$ cat config.mk
export PLATFORM = sky130hd
export DESIGN_NAME = serial_word_receiver
export DESIGN_NICKNAME = d
export VERILOG_FILES = /design/src/rtl/serial_word_receiver.sv
export SDC_FILE = /design/constraint.sdc
export NUM_CORES = 1
export LEC_CHECK = 0
export CORE_MARGIN = 4
export CORE_UTILIZATION = 54
export CTS_CLUSTER_SIZE = 10
export DETAILED_ROUTE_END_ITERATION = 8
export GPL_TIMING_DRIVEN = 1
export HOLD_SLACK_MARGIN = 0.02
export PLACE_DENSITY = 0.82
export SETUP_SLACK_MARGIN = 0.15
export SKIP_LAST_GASP = 1
export SYNTH_ARGS = -nofsm -noshare
export SYNTH_HDL_FRONTEND = slang
export SYNTH_SLANG_ARGS = --single-unit
$ cat constraint.sdc
create_clock -name clk -period 3.5 [get_ports clk]
set_input_delay 0.7 -clock clk [delete_from_list [all_inputs] [get_ports clk]]
set_output_delay 0.7 -clock clk [all_outputs]
set_load 0.01 [all_outputs]
$ cat src/rtl/serial_word_receiver.sv
// serial_word_receiver: serial-to-parallel receiver with a one-entry valid/ready output buffer and sticky overrun.
// Define SERIAL_RX_PARITY_EN to expect a trailing even-parity bit per word and expose par_err.
module serial_word_receiver #(
  parameter int WIDTH = 4
) (
  input  logic             clk,
  input  logic             clr_n,
  input  logic             ser_in,
  input  logic             ser_valid,
  input  logic             frame_start,
  input  logic             dir,
  output logic [WIDTH-1:0] par_out,
  output logic             par_valid,
  input  logic             par_ready,
  output logic             overrun,
  input  logic             ovr_clr,
`ifdef SERIAL_RX_PARITY_EN
  output logic             par_err,
`endif
  output logic             busy
);
  localparam int CW = $clog2(WIDTH + 1);
`ifdef SERIAL_RX_PARITY_EN
  typedef enum logic [1:0] {IDLE, SHIFT, PARITY} state_t;
`else
  typedef enum logic [1:0] {IDLE, SHIFT} state_t;
`endif
  state_t state;
  logic [WIDTH-1:0] sreg, shifted, word;
  logic [CW-1:0] count;
  logic dir_l, first, d_eff, done, last_data;
  always_comb begin
    first = ser_valid && (frame_start || state == IDLE);
    d_eff = first ? dir : dir_l;
    shifted = d_eff ? {sreg[WIDTH-2:0], ser_in} : {ser_in, sreg[WIDTH-1:1]};
    last_data = ser_valid && !first && state == SHIFT && count == CW'(WIDTH - 1);
`ifdef SERIAL_RX_PARITY_EN
    done = ser_valid && !frame_start && state == PARITY;
    word = sreg;
`else
    done = last_data;
    word = shifted;
`endif
  end
  assign busy = count != '0;
  always_ff @(posedge clk or negedge clr_n) begin
    if (!clr_n) begin
      state <= IDLE;
      sreg <= '0;
      count <= '0;
      dir_l <= 1'b0;
      par_out <= '0;
      par_valid <= 1'b0;
      overrun <= 1'b0;
`ifdef SERIAL_RX_PARITY_EN
      par_err <= 1'b0;
`endif
    end else begin
      if (first) begin
        sreg <= shifted;
        count <= CW'(1);
        dir_l <= dir;
        state <= SHIFT;
      end else if (frame_start) begin
        count <= '0;
        state <= IDLE;
      end else if (ser_valid && state == SHIFT) begin
        sreg <= shifted;
`ifdef SERIAL_RX_PARITY_EN
        count <= last_data ? CW'(WIDTH) : count + CW'(1);
        state <= last_data ? PARITY : SHIFT;
      end else if (ser_valid) begin
        count <= '0;
        state <= IDLE;
`else
        count <= last_data ? '0 : count + CW'(1);
        state <= last_data ? IDLE : SHIFT;
`endif
      end
      // A word completing while the buffer drains this same edge is still accepted
      if (done && (!par_valid || par_ready)) begin
        par_out <= word;
        par_valid <= 1'b1;
`ifdef SERIAL_RX_PARITY_EN
        par_err <= ^sreg ^ ser_in;
`endif
      end else if (par_valid && par_ready) begin
        par_valid <= 1'b0;
      end
      if (done && par_valid && !par_ready) overrun <= 1'b1;
      else if (ovr_clr) overrun <= 1'b0;
    end
  end
endmodule
==> impl_metrics.toml <==
[routing]
avgViaCountPerCell = 5.77
drt_iter0_drc = 7
totalWireLength_um = 1560
first_pass_iters = 4
drc = 0
wire_per_inst_um = 14.2
routed-via-count = 635
ant_nets = 0

[global_route]
grt_pass1_wl_um = 2680
grt_max_degree = 16
antenna_found_initial = 0
first_global_vias = 614
grt_usage_pct = 17.2
overflow = 0

[timing]
finClkSkew_ps = 5.59
max_freq_ghz = 0.447
hold_viol_final = 0
period_share_pct = 63.9
finalSetupTns_ps = 0
tightest_slew_ps = 668
setup_viol = 0
maxSlewHeadroom_pct = 55.3
fin_crit_ps = 2240
fin_hold_ws_ps = 483
finalMaxSlewViolations = 0
rsz0062_at_grt = "no"

[worst_hold_path]
holdPathStages = 1
hold_start = "par_out[3]"
hold_class = "reg -> reg"
min_to = "par_out[3]"

[clock_network]
cts-htree-levels = 1
cts_tree = "built"
postCtsSetupBuffers = 0
clkSinkCount = 15
cts_resized = 0
hold_buffers = 0
clock_latency_ps = 270
cts.path.max_buffers = 2
numCtsBuffers = 3
clock-root-buffer = "clkbuf_4"
cts.clk_slew.worst_paths_ps = 90

[placed_design]
place.gp.congestion = 0.773
port_buffers = 14
place_hpwl_um = 1190

[yosys]
synth_ff_type = "dfrtp_1"
synth-edff-count = 0
yosys.area.top_type = "dfrtp_1"
ys_ff_latch = 15
avgSynthCellArea_um2 = 10.2
synth-async-reset-ratio_pct = 100
yosysSeqAreaShare_pct = 45.5
synthTopCellsByArea = "dfrtp_1 45%, mux2i_1 4.8%, nor2b_1 4.5%"
synth.yosys.warnings = 0
syn-cell-area_um2 = 826
synth_top_area_share_pct = 45.5
postSynthCellCount = 81
ys_types = 28
syn_nets = 91

[cells_and_area]
final_common_cell = "dfrtp_1"
diodes = 0
final_cell_mix = "15 x dfrtp_1, 14 x clkdlybuf4s50_1, 6 x nand2_1, 6 x nor2b_1, 5 x inv_1"
nets = 106
area_growth_pct = 19.7
drive_gt1_share_pct = 8.42

[worst_setup_path]
reg2reg_to = "par_out[1]"
worstSetupPathType = "reg -> out"
crit_path_top_delay_cell = "clkdlybuf4s50_1"
max_stage_delay_ps = 530
crit_chain = "inv_1, ha_1, nand2b_1, clkdlybuf4s50_1"
rrSetupSlack_ps = 2040
required_ps = 2800
start_kind = "flip-flop"
crit_arrival_ps = 1540
end_kind = "primary output"
r2r_cells = 4
crit_fanout = 4
r2r_start = "count[0]"

[run]
maxCapViolCount = 0

[power_and_ir_drop]
ir_drop_v = 0.000234
total_leakage_power_nw = 0.461
power.density_nw_per_um2 = 425

[floorplan]
start_util_pct = 60.4
rows = 13
io_pins = 15
core_area_um2 = 1370
die_w_um = 47.1
dieArea_um2 = 2220
die_y_um = 47.1

[status]
status = "finished clean"
cells by family after synthesis:
family | count (synthesis) | share of synthesized area (%)
simple gates | 28 | 21.5
compound gates | 22 | 18.8
flops | 15 | 45.5
buf+inv | 9 | 5.00
mux | 5 | 6.21
fa+ha+maj | 2 | 3.03
flip-flops by register name (all words and copies together) (netlist names):
register	count
sreg	4
count	3
par_out	4
dir_l	1
par_valid	1
overrun	1
state	1
cells in the mapped netlist (2+ instances only):
cell type and count:
nor4_1 3, nand2b_1 3, inv_1 5, nand2_1 6, a21o_1 4, o21ai_0 2
ha_1 2, dfrtp_1 15, nor2b_1 6, buf_2 3, a21boi_0 3, mux2i_1 4
a2111oi_0 3, nand3_1 4, a21oi_1 3, o31ai_1 3
stage by stage:
stage	total power, mW	cell area [um^2]	setup WS [ps]	utilization, %	instances
6_report	0.421	988	1260	72.3	110
5_1_grt	0.452	988	1180	72.3	110
4_1_cts	0.425	988	1240	72.3	110
3_5_place_dp	0.330	962	1070	70.4	106
3_3_place_gp	0.327	962	1130	70.4	106
2_1_floorplan	0.279	826	1980	-	81
per-layer routing:
| metal | routed length, um | GRT usage [%] |
|---|---|---|
| met1 | 770 | 23.0 |
| met2 | 720 | 26.8 |
| met3 | 66 | 4.21 |
| met4 | 0 | 6.63 |
| met5 | 0 | 0 |
power breakdown:
group	internal [mW]	total (mW)	leakage, nW	switching (mW)
logic	0.0607	0.108	0.253	0.0472
clock network	0.0441	0.0954	0.0150	0.0513
registers	0.197	0.217	0.193	0.0205
total	0.302	0.421	0.461	0.119
worst max-delay path by stage:
stage,from,endpoint,slack [ps],cells past startpoint
3_3_place_gp,ser_valid,sreg[3],1130,4
3_5_place_dp,ser_valid,sreg[3],1070,4
5_1_grt,ser_valid,sreg[3],1180,4
4_1_cts,count[0],busy,1240,4
2_1_floorplan,frame_start,par_out[0],1980,3
6_report,count[0],busy,1260,4
worst max-delay path: cells and delay by family, from the launching register on:
kind | cells | cell delay [ps]
fa+ha+maj | 1 | 200
buf+inv | 2 | 590
flops | 1 | 400
simple gates | 1 | 70
area by class of cell:
cell class,instances,area [um^2]
inverters,5,18.8
well taps,15,18.8
repair buffers,14,140
flip-flops and latches,15,375
fillers,110,378
clock buffers,4,26.3
multi-input cells,57,409
Note: power is estimated with default switching activity, not from simulation.
